File: config.mk
export PLATFORM = sky130hd
export DESIGN_NAME = alu_seq
export DESIGN_NICKNAME = d
export VERILOG_FILES = /design/src/rtl/alu_seq.sv
export SDC_FILE = /design/constraint.sdc
export NUM_CORES = 1
export LEC_CHECK = 0
export CAP_MARGIN = 20
export CORE_ASPECT_RATIO = 0.9
export CORE_MARGIN = 4
export CORE_UTILIZATION = 36
export DETAILED_ROUTE_END_ITERATION = 10
export HOLD_SLACK_MARGIN = 0.08
export PLACE_DENSITY = 0.72
export SETUP_SLACK_MARGIN = 0.02
export SLEW_MARGIN = 10
export SYNTH_ARGS = -nofsm -noshare
export SYNTH_HDL_FRONTEND = slang
export SYNTH_SLANG_ARGS = --single-unit
File: constraint.sdc
create_clock -name clk_i -period 8.2 [get_ports clk_i]
set_input_delay 2.05 -clock clk_i [delete_from_list [all_inputs] [get_ports clk_i]]
set_output_delay 2.05 -clock clk_i [all_outputs]
set_load 0.005 [all_outputs]
File: src/rtl/alu_seq.sv
// rtl/alu_seq.sv - byte-serial wide AND/OR/ADD/SUB sequencer driving an 8-bit ALU
// Walks the operands LSB-first through the ALU, chaining carry/borrow via ADDC/SUBC.
module alu_seq #(
  parameter int BYTES = 4
) (
  input  logic                 clk_i,
  input  logic                 rst_i,
  input  logic                 start_i,
  input  logic [1:0]           op_i,
  input  logic [8*BYTES-1:0]   a_i,
  input  logic [8*BYTES-1:0]   b_i,
  output logic                 busy_o,
  output logic                 done_o,
  output logic [8*BYTES-1:0]   result_o,
  output logic                 carry_o,
  output logic                 zero_o,
  output logic [7:0]           alu_a_o,
  output logic [7:0]           alu_b_o,
  output logic [2:0]           alu_cs_o,
  output logic                 alu_cin_o,
  input  logic [7:0]           alu_s_i,
  input  logic                 alu_cout_i
);

  localparam int W  = 8 * BYTES;
  localparam int KW = (BYTES > 1) ? $clog2(BYTES) : 1;

  localparam logic [1:0] S_IDLE = 2'd0;
  localparam logic [1:0] S_RUN  = 2'd1;
  localparam logic [1:0] S_DONE = 2'd2;

  localparam logic [KW-1:0] K_LAST = KW'(BYTES - 1);

  logic [1:0]    state_q, state_d;
  logic [W-1:0]  a_q, a_d, b_q, b_d;
  logic [1:0]    op_q, op_d;
  logic [KW-1:0] k_q, k_d;
  logic          c_q, c_d;
  logic [W-1:0]  result_q, result_d;
  logic          carry_q, carry_d;
  logic          zero_q, zero_d;

  logic          run;
  logic [W-1:0]  a_sh, b_sh;

  assign run  = (state_q == S_RUN);
  assign a_sh = a_q >> {k_q, 3'b000};
  assign b_sh = b_q >> {k_q, 3'b000};

  always_comb begin
    state_d  = state_q;
    a_d      = a_q;
    b_d      = b_q;
    op_d     = op_q;
    k_d      = k_q;
    c_d      = c_q;
    result_d = result_q;
    carry_d  = carry_q;
    zero_d   = zero_q;
    if (state_q == S_RUN) begin
      result_d[{k_q, 3'b000} +: 8] = alu_s_i;
      c_d = op_q[1] ? alu_cout_i : 1'b0;
      k_d = k_q + 1'b1;
      if (k_q == K_LAST) begin
        // Flags are taken from the fully assembled value, including the byte captured now.
        state_d = S_DONE;
        k_d     = '0;
        carry_d = c_d;
        zero_d  = (result_d == '0);
      end
    end else if (start_i) begin
      state_d = S_RUN;
      a_d     = a_i;
      b_d     = b_i;
      op_d    = op_i;
      k_d     = '0;
      c_d     = 1'b0;
    end else begin
      state_d = S_IDLE;
    end
  end

  always_ff @(posedge clk_i or posedge rst_i) begin
    if (rst_i) begin
      state_q  <= S_IDLE;
      a_q      <= '0;
      b_q      <= '0;
      op_q     <= 2'b00;
      k_q      <= '0;
      c_q      <= 1'b0;
      result_q <= '0;
      carry_q  <= 1'b0;
      zero_q   <= 1'b1;
    end else begin
      state_q  <= state_d;
      a_q      <= a_d;
      b_q      <= b_d;
      op_q     <= op_d;
      k_q      <= k_d;
      c_q      <= c_d;
      result_q <= result_d;
      carry_q  <= carry_d;
      zero_q   <= zero_d;
    end
  end

  always_comb begin
    alu_cs_o = 3'b000;
    if (run) begin
      case (op_q)
        2'b00:   alu_cs_o = 3'b000;
        2'b01:   alu_cs_o = 3'b001;
        2'b10:   alu_cs_o = 3'b110;
        default: alu_cs_o = 3'b101;
      endcase
    end
  end

  assign alu_a_o   = run ? a_sh[7:0] : 8'h00;
  assign alu_b_o   = run ? b_sh[7:0] : 8'h00;
  assign alu_cin_o = run & op_q[1] & c_q;

  assign busy_o   = run;
  assign done_o   = (state_q == S_DONE);
  assign result_o = result_q;
  assign carry_o  = carry_q;
  assign zero_o   = zero_q;

endmodule

; After elaboration in Yosys (flattened, before gate mapping)
; Cells that the tools add are included.
[totals]
word_cells = 43
ff_bits = 105
output_inout_bits = 56
[classes]
n_eq_ne = 6
n_addsub = 2
reduce_logical = 5
n_bitwise = 3
shift = 4
muxes = 14
[ops]
columns = operator, n
row1 = $shr 32x5->8, 2
row2 = $bwmux 32, 1
row3 = $logic_not 32->1, 1
row4 = $shift 8x7->32 const A, 1
row5 = $shiftx 8x7->32, 1
row6 = $mux 8, 2
row7 = $mux 2, 5
row8 = $pmux 3 s3, 1
row9 = $neg 5->7, 1
row10 = $eq 2x2->1 const B, 3
row11 = $eq 2x1->1 const B, 2
row12 = $mux 1, 4
row13 = $reduce_and 2->1, 2
row14 = $mux 3, 1
row15 = $add 2x1->2 const B, 1
row16 = $and 1x1->1, 2
row17 = $logic_not 2->1, 1
row18 = $ne 2x1->1 const B, 1
row19 = $reduce_bool 2->1, 1
row20 = $not 1->1, 1

; Logic depth before layout (Yosys ltp)
[depth]
ltp_word = 4
mapped_depth = 10
ltp_nobuf = 7

; Worst setup path after synthesis
; OpenSTA, ideal clock, no wires.
[synth_path]
path_kind = reg2out
start = register k_q[1]
end = output port alu_a_o[5]
t_arrival_ps = 1503
path_slack_ps = 4647
stages_incl_launch_ff = 5
path_cell_list = dfrtp_1 clkbuf_1 clkbuf_1 mux4_2 and2_1
[synth_between]
elab_chain_cells = 2
[synth_rtl]
columns = item, line
row1 = from (decl), 37  ; logic [KW-1:0] k_q, k_d;
row2 = from (signal assigned), 99  ; k_q <= k_d;
row3 = $shr 32x5->8, 47  ; assign a_sh = a_q >> {k_q, 3'b000};
row4 = $mux 8, 119  ; assign alu_a_o = run ? a_sh[7:0] : 8'h00;
row5 = to (decl), 17  ; output logic [7:0] alu_a_o,
; No other way between the ends.

; Worst setup path in the final report
[layout_path]
start = register k_q[1]
end = output port alu_a_o[1]
; The elaborated chain is that of the path after synthesis.

==> impl_metrics.tcl <==
set metrics [dict create \
    cts_buffers 9 \
    synth_top_cell_by_area "dfrtp_1" \
    clk_path_buf_depth 2 \
    setup_ws_ps 3770 \
    cts_max_level 3 \
    synthSimpleGateAreaFrac_pct 8.69 \
    start_kind "flop" \
    final_common_cell "clkdlybuf4s50_1" \
    rsz0062_at_grt "no" \
    postSynthCellCount 336 \
    p_per_area_mw_per_mm2 396 \
    nets 552 \
    finalHoldViolCount 0 \
    synth-edff-count 0 \
    drt-pass1-iter-count 4 \
    die-height_um 116 \
    antenna-diode-count 0 \
    period_needed_ps 4430 \
    p_leak_nw 2.70 \
    outcome "complete, no violations" \
    synth_nets 420 \
    sw_frac_of_total_pct 31.7 \
    syn_to_final_growth_pct 37.5 \
    cp_max_fo 20 \
    vias 3302 \
    syn_avg_cell_area_um2 14.0 \
    synthArstFlopShare_pct 100 \
    io_pins 134 \
    maxCapViolations 0 \
    layout-drive-gt1-share_pct 22.8 \
    finalWeightedCongestion 0.908 \
    max_freq_ghz 0.226 \
    grt_pass1_vias 3535 \
    combPwrFrac_pct 47.5 \
    final_cell_mix "133 x clkdlybuf4s50_1, 104 x dfrtp_1, 66 x mux2_2" \
    cts_tree "done" \
    synth_top_flop_cell "dfrtp_1" \
    dp_hpwl_um 8310 \
    drtIter0Drc 201 \
    dp_slack_ps 4090 \
    hold_ws_ps 486 \
    initial_core_util_pct 36.9 \
    clk_pin_slew_worst_paths_ps 70 \
    relSlewSlack_pct 34.4 \
    synth.area.top_cells "dfrtp_1 55%, mux2_2 16%, mux4_2 7.7%" \
    wl_per_cell_um 18.2 \
    yosys_warnings 0 \
    setup_viol_count_final 0 \
    dieArea_mm2 0.0149 \
    synthMuxAreaShare_pct 23.5 \
    portBuffers 133 \
    switchingPower_mw 0.811 \
    std_cell_rows 39 \
    hold_buffers 0 \
    synth-adder-area-share_pct 1.60 \
    hold_path.class "flop to flop" \
    p_int_mw 1.75 \
    drt-total-wl_um 11600 \
    ys_types 37 \
    fin_util_pct 50.7 \
    crit_type "flop to output pin" \
    synth-compound-area-share_pct 7.89 \
    fin_skew_ps 4.08 \
    end_kind "output pin" \
    seqPwrFrac_pct 37.2 \
    timing.reg2reg.setup_slack_ps 5330 \
    viasPerCell 5.18 \
    clock_latency_ps 340 \
    synth_top_cell_area_share_pct 55.4 \
    core_mm2 0.0127 \
    clock_power_share_pct 15.3 \
    ant_nets 0 \
    netlist_area_mm2 0.00470 \
    fp.dieW_um 128 \
    grt_max_degree 60 \
    grt_overflow 0 \
    yosysSeqAreaShare_pct 56.0 \
    maxSlewViolCount 0 \
    antenna_found_initial 0 \
    cts_setup_buffers 0 \
    drcViolationCount 0 \
    period_share_pct 54.0 \
    finalSetupTns_ps 0 \
    synth-seq-cells 105 \
    synth_top_family_by_area "multiplexers" \
    peakVddDrop_mv 0.220 \
    grt_pass1_wl_um 18700 \
    cts_resized 0 \
    crit_arrival_ps 2380 \
    numClockSinks 105 \
    required_ps 6150 \
    worstMarginPinSlew_ps 984 \
    grt_usage_pct 16.2 \
    synth-xor-area-share_pct 0 \
    cts-root-buf "clkbuf_16" \
]
metrics by stage:
stage	instance area, um2	power, mW	instances
after global placement	6180	2.15	620
after floorplan	4700	1.63	336
after detailed placement	6180	2.19	620
after global routing	6460	2.73	637
after CTS	6450	2.59	636
final	6460	2.56	637
worst paths after layout:
path	end	cells past startpoint	startpoint
max reg2reg	zero_o$_DFFE_PP1P_	7	k_q[1]$_DFFE_PP0P_
min reg2reg	carry_o$_DFFE_PP0P_	2	carry_o$_DFFE_PP0P_
max	alu_a_o[1]	3	k_q[1]$_DFFE_PP0P_
min	carry_o$_DFFE_PP0P_	2	carry_o$_DFFE_PP0P_
max in group asynchronous	result_o[12]$_DFFE_PP0P_	3	rst_i
min in group asynchronous	b_q[5]$_DFFE_PP0P_	2	rst_i
registers in the layout (all words and copies together) (netlist names):
register,cells
zero_o,1
result_o,32
state_q,2
op_q,2
carry_o,1
k_q,2
a_q,32
b_q,32
c_q,1
final cells by class:
cell class,count,area [um2]
repair buffers,137,1360
multi-input cells,207,1960
flip-flops and latches,105,2630
fillers,1085,6280
clock inverters,4,20.0
well taps,164,205
clock buffers,12,246
inverters,8,37.5
synthesized netlist by cell type, types with 4 or more instances:
cell type / instances
ha_1: 6
clkbuf_1: 8
mux4_2: 16
nand2_1: 15
nor2_1: 10
buf_2: 6
a21oi_1: 4
o21ai_0: 5
a22o_1: 30
inv_1: 7
nor4_1: 9
dfrtp_1: 104
mux2_2: 66
and2_1: 18
worst max-delay path, stage by stage (launching register included):
cell             delay (ps)
dfrtp_1                 990
mux4_2                  410
and2_1                  180
clkdlybuf4s50_1         450
cell families after synthesis:
kind of cell    count (synthesis)
compound gates                 47
fa+ha+maj                       6
buf+inv                        24
flops                         105
mux                            82
simple gates                   72
metal layers:
layer	vias to the layer above	part of all wire [%]	GRT usage [%]
met4	0	1.3	4.74
li1	1503	-	-
met5	-	0	0
met2	122	48	25.7
met1	1667	43	21.2
met3	10	8.1	5.67
power groups by stage:
stage | sequential [mW] | clock (mW) | combinational, mW
floorplan | 0.895 | 0 | 0.737
global placement | 0.945 | 0 | 1.20
detailed placement | 0.959 | 0 | 1.23
CTS | 0.953 | 0.404 | 1.23
global route | 0.983 | 0.427 | 1.32
finish | 0.951 | 0.391 | 1.21
No activity file was read; power rests on OpenSTA's default activity.
